### src/rtl/id_ex_hazard_stage.sv
// ID/EX pipeline register with load-use hazard detection.
//
// Captures the decoded ID instruction into the EX stage on every rising edge.
// When the instruction in EX is a load whose destination is read by the ID
// instruction, a bubble is inserted instead and hazard_stall asks the front
// end to hold PC and IF/ID for that cycle. A flush discards the ID
// instruction and overrides the stall.
//
// Ports
//   clk, reset                  clock, async active-high reset
//   id_*                        decoded ID instruction (regs, operands, control)
//   flush                       discard ID instruction (taken branch/jump)
//   ex_*                        registered EX-stage copy of the instruction
//   hazard_stall                combinational load-use stall request
//   stall_count                 saturating count of inserted bubbles
module id_ex_hazard_stage #(
  parameter int DATA_WIDTH = 32,
  parameter int CNT_WIDTH  = 16
) (
  input  logic                  clk,
  input  logic                  reset,
  input  logic                  id_valid,
  input  logic [4:0]            id_rs,
  input  logic [4:0]            id_rt,
  input  logic [4:0]            id_dest,
  input  logic                  id_uses_rt,
  input  logic [DATA_WIDTH-1:0] id_read_data_1,
  input  logic [DATA_WIDTH-1:0] id_read_data_2,
  input  logic [DATA_WIDTH-1:0] id_imm,
  input  logic                  id_reg_write,
  input  logic                  id_mem_read,
  input  logic                  id_mem_write,
  input  logic                  id_mem_to_reg,
  input  logic                  id_alu_src,
  input  logic [3:0]            id_alu_op,
  input  logic                  flush,
  output logic                  ex_valid,
  output logic [4:0]            ex_rs,
  output logic [4:0]            ex_rt,
  output logic [4:0]            ex_dest,
  output logic [DATA_WIDTH-1:0] ex_read_data_1,
  output logic [DATA_WIDTH-1:0] ex_read_data_2,
  output logic [DATA_WIDTH-1:0] ex_imm,
  output logic                  ex_reg_write,
  output logic                  ex_mem_read,
  output logic                  ex_mem_write,
  output logic                  ex_mem_to_reg,
  output logic                  ex_alu_src,
  output logic [3:0]            ex_alu_op,
  output logic                  hazard_stall,
  output logic [CNT_WIDTH-1:0]  stall_count
);

  typedef struct packed {
    logic                  valid;
    logic [4:0]            rs;
    logic [4:0]            rt;
    logic [4:0]            dest;
    logic [DATA_WIDTH-1:0] rd1;
    logic [DATA_WIDTH-1:0] rd2;
    logic [DATA_WIDTH-1:0] imm;
    logic                  reg_write;
    logic                  mem_read;
    logic                  mem_write;
    logic                  mem_to_reg;
    logic                  alu_src;
    logic [3:0]            alu_op;
  } ex_t;

  ex_t                 ex_q, ex_d;
  logic [CNT_WIDTH-1:0] cnt_q, cnt_d;
  logic                 dep_rs, dep_rt;

  // Load-use detection. $0 is hardwired zero, so a load targeting it never
  // produces a real dependency. Flush masks the stall so a discarded
  // instruction cannot freeze the front end.
  assign dep_rs = (ex_q.dest == id_rs);
  assign dep_rt = id_uses_rt & (ex_q.dest == id_rt);
  assign hazard_stall = ex_q.valid & ex_q.mem_read & (ex_q.dest != 5'd0) &
                        (dep_rs | dep_rt) & id_valid & ~flush;

  // One action per edge: flush, then bubble, then load. Flush, bubble and a
  // non-valid ID all collapse to the all-zero EX entry, which keeps
  // ex_reg_write low so the forwarding unit never matches a non-instruction.
  always_comb begin
    ex_d = '0;
    if (!flush && !hazard_stall && id_valid) begin
      ex_d.valid      = 1'b1;
      ex_d.rs         = id_rs;
      ex_d.rt         = id_rt;
      ex_d.dest       = id_dest;
      ex_d.rd1        = id_read_data_1;
      ex_d.rd2        = id_read_data_2;
      ex_d.imm        = id_imm;
      ex_d.reg_write  = id_reg_write;
      ex_d.mem_read   = id_mem_read;
      ex_d.mem_write  = id_mem_write;
      ex_d.mem_to_reg = id_mem_to_reg;
      ex_d.alu_src    = id_alu_src;
      ex_d.alu_op     = id_alu_op;
    end
  end

  // Saturating bubble counter; hazard_stall already excludes flush cycles.
  always_comb begin
    cnt_d = cnt_q;
    if (hazard_stall && (cnt_q != {CNT_WIDTH{1'b1}}))
      cnt_d = cnt_q + CNT_WIDTH'(1);
  end

  always_ff @(posedge clk or posedge reset) begin
    if (reset) begin
      ex_q  <= '0;
      cnt_q <= '0;
    end else begin
      ex_q  <= ex_d;
      cnt_q <= cnt_d;
    end
  end

  assign ex_valid       = ex_q.valid;
  assign ex_rs          = ex_q.rs;
  assign ex_rt          = ex_q.rt;
  assign ex_dest        = ex_q.dest;
  assign ex_read_data_1 = ex_q.rd1;
  assign ex_read_data_2 = ex_q.rd2;
  assign ex_imm         = ex_q.imm;
  assign ex_reg_write   = ex_q.reg_write;
  assign ex_mem_read    = ex_q.mem_read;
  assign ex_mem_write   = ex_q.mem_write;
  assign ex_mem_to_reg  = ex_q.mem_to_reg;
  assign ex_alu_src     = ex_q.alu_src;
  assign ex_alu_op      = ex_q.alu_op;
  assign stall_count    = cnt_q;

endmodule

### config.mk
export PLATFORM = sky130hd
export DESIGN_NAME = id_ex_hazard_stage
export DESIGN_NICKNAME = d
export VERILOG_FILES = /design/src/rtl/id_ex_hazard_stage.sv
export SDC_FILE = /design/constraint.sdc
export NUM_CORES = 1
export LEC_CHECK = 0
export BUFFER_PORTS_ARGS = -buffer_cell sky130_fd_sc_hd__buf_4
export CORE_AREA = 2 2 102 104
export CTS_BUF_LIST = sky130_fd_sc_hd__clkbuf_4 sky130_fd_sc_hd__clkbuf_8
export DETAILED_ROUTE_END_ITERATION = 12
export DIE_AREA = 0 0 104 106
export PLACE_DENSITY = 0.87
export SLEW_MARGIN = 20
export SYNTH_ARGS = -nofsm -noshare
export SYNTH_HDL_FRONTEND = slang
export SYNTH_SLANG_ARGS = --single-unit
### constraint.sdc
create_clock -name clk -period 11.13 [get_ports clk]
set_clock_uncertainty 0.1 [all_clocks]
set_input_delay 1.113 -clock clk [delete_from_list [all_inputs] [get_ports clk]]
set_output_delay 1.113 -clock clk [all_outputs]
set_load 0.02 [all_outputs]
==> flow_metrics.env <==
export IMPL_routed_wl_um=12300
export IMPL_syn_to_final_growth_pct=51.9
export IMPL_hold_class="reg2reg"
export IMPL_period_share=0.339
export IMPL_status="finished, final reports clean"
export IMPL_drive_above_1_share=0.476
export IMPL_final_cell_mix="buf_4 (264), dfrtp_1 (137), and2_1 (121), xnor2_1 (23), clkbuf_8 (20)"
export IMPL_post_route_util=0.738
export IMPL_cap_violations=0
export IMPL_gp_congestion=0.858
export IMPL_synth_ff_latch_count=137
export IMPL_rsz0062_at_grt="no"
export IMPL_syn_area_um2=4860
export IMPL_slew_headroom=0.373
export IMPL_grt_overflow_total=0
export IMPL_comb_power_share=0.109
export IMPL_yosysUniqueCellTypes=28
export IMPL_r2r_start="ex_dest[0]$_DFF_PP0_"
export IMPL_critPathLaunchType="input port"
export IMPL_fmaxAchievable_ghz=0.265
export IMPL_wire_per_inst_um=15.9
export IMPL_grt_pass1_wl_um=19000
export IMPL_rr_worst_depth=6
export IMPL_ctsHtreeMaxLevel=4
export IMPL_clk_pin_slew_ns=0.07
export IMPL_p_total_w=0.00108
export IMPL_num_fill_cells=687
export IMPL_clkLatencyLatePin_ns=0.42
export IMPL_cp_data_arrival_time_ns=2.56
export IMPL_port_buffer_count=262
export IMPL_root_buffer="clkbuf_8"
export IMPL_hold_depth=1
export IMPL_dp_hpwl_um=9110
export IMPL_ys_seq_area_frac=0.706
export IMPL_ir_drop_mv=0.0942
export IMPL_critPathMaxFanout=18
export IMPL_die_w_um=104
export IMPL_syn_nets=483
export IMPL_post_cts_setup_buffer_count=0
export IMPL_r2r_setup_slack_ns=8.10
export IMPL_period_needed_ns=3.77
export IMPL_grt_max_degree=80
export IMPL_final_common_cell="buf_4"
export IMPL_swShare=0.226
export IMPL_cts_sinks=137
export IMPL_p_int_w=0.000839
export IMPL_dr_pass1_iters=4
export IMPL_max_clock_path_buffers=2
export IMPL_drt_first_iter_violations=170
export IMPL_syn_inst=357
export IMPL_initial_utilization=0.486
export IMPL_p_seq_frac=0.480
export IMPL_diodes=0
export IMPL_dieArea_um2=11000
export IMPL_grtUsageTotal=0.227
export IMPL_vias=3585
export IMPL_via_per_inst=4.63
export IMPL_worstSetupPathType="in2out"
export IMPL_tightest_slew_ns=0.940
export IMPL_core_area_um2=10000
export IMPL_tns_ns=0
export IMPL_fin_area_um2=7380
export IMPL_p_per_area_nw_per_um2=147
export IMPL_r2r_end="ex_rt[2]$_DFF_PP0_"
export IMPL_ys_warn_count=0
export IMPL_row_count=37
export IMPL_cts_buffers=17
export IMPL_slew_viol_final=0
export IMPL_fp_dieH_um=106
export IMPL_cts_repair_resized=0
export IMPL_grt_antenna_before_repair=0
export IMPL_setup_viol=0
export IMPL_end_kind="output pin"
export IMPL_final_nets=751
export IMPL_drc=0
export IMPL_final_hold_violation_count=0
export IMPL_syn_area_per_cell_um2=13.6
export IMPL_cts_hold_fix_buffers=0
export IMPL_boundaryPins=263
export IMPL_cts_tree="yes"
export IMPL_power_switching_w=0.000245
export IMPL_p_leak_nw=3.89
export IMPL_dpl_cell_area_um2=6930
export IMPL_drtAntennaViolNets=0
export IMPL_hold_end="stall_count[7]$_DFFE_PP0P_"
export IMPL_pwr_share_clk=0.411
export IMPL_required_ns=9.92
export IMPL_grt_pass1_vias=3693
export IMPL_hp_start="stall_count[7]$_DFFE_PP0P_"
## critical path: stages
cell and delay (ns):
buf_4 0.12, xnor2_1 0.15, nand3_1 0.12, o22ai_2 0.65, and2_1 0.26, buf_4 0.15
## synth_stat cells, drive strengths merged
cell type / instances / area [µm²]
nor2: 8 / 30.0
buf: 11 / 81.3
mux2: 2 / 22.5
xnor2: 23 / 201
a41oi: 1 / 8.76
clkbuf: 4 / 15.0
o22ai: 1 / 12.5
nand4: 7 / 43.8
nor3: 3 / 15.0
or4: 2 / 18.8
ha: 1 / 12.5
nand2: 7 / 26.3
o21ai: 1 / 16.3
nand3b: 1 / 7.51
nand3: 12 / 60.1
nor4b: 2 / 17.5
nand4b: 3 / 26.3
dfrtp: 137 / 3430
nand2b: 2 / 12.5
inv: 2 / 7.50
and2: 121 / 757
a21oi: 4 / 23.8
and3: 2 / 12.5
## per-layer routing
layer / vias up / global-route usage / part of all wire
met1: 1703 / 0.233 / 0.34
met4: 0 / 0.0878 / 0.015
li1: 1668 / - / -
met2: 195 / 0.399 / 0.54
met5: - / 0 / 0
met3: 19 / 0.109 / 0.10
## per-stage QoR
step / std cells / setup WS, ns / hold slack, ns
CTS: 774 / 7.36 / 0.408
global route: 774 / 7.31 / 0.433
floorplan: 357 / 6.25 / 0.500
global placement: 742 / 7.46 / 0.391
detailed placement: 742 / 7.35 / 0.398
finish: 774 / 7.36 / 0.408
## kinds of logic (layout without fill, tap and decap cells)
kind of cell,count (synthesis),count (layout),share of synthesized area
AOI/OAI and AO/OA,7,7,0.0126
xor gates and xnor gates,23,23,0.0415
adders and majority gates,1,1,0.00258
buffers and inverters,17,298,0.0214
DFF,137,137,0.706
muxes,2,2,0.00464
and+or+nand+nor,170,170,0.211
## final cells by class
cell class,count,area [µm²],area share
flip-flops and latches,137,3430,0.465
repair buffers,264,1980,0.269
clock inverters,11,169,0.0229
multi-input cells,203,1330,0.181
inverters,2,12.5,0.00170
clock buffers,21,283,0.0383
well taps,136,170,0.0231
## how the worst max path moves through the flow
stage | from | endpoint | slack, ns
2_1_floorplan | reset | ex_alu_op[0]$_DFF_PP0_ | 6.25
3_3_place_gp | id_rs[4] | hazard_stall | 7.46
3_5_place_dp | id_rs[4] | hazard_stall | 7.35
4_1_cts | id_rs[4] | hazard_stall | 7.36
5_1_grt | id_rs[4] | hazard_stall | 7.31
6_report | id_rs[4] | hazard_stall | 7.36
## power by group through the flow
| stage | logic [W] | clock network [W] | registers [W] |
|---|---|---|---|
| global placement | 0.000116 | 0 | 0.000529 |
| floorplan | 0.0000299 | 0 | 0.000552 |
| detailed placement | 0.000119 | 0 | 0.000530 |
| global route | 0.000126 | 0.000480 | 0.000522 |
| CTS | 0.000120 | 0.000456 | 0.000521 |
| finish | 0.000118 | 0.000445 | 0.000521 |
No activity file was read; power rests on OpenSTA's default activity.
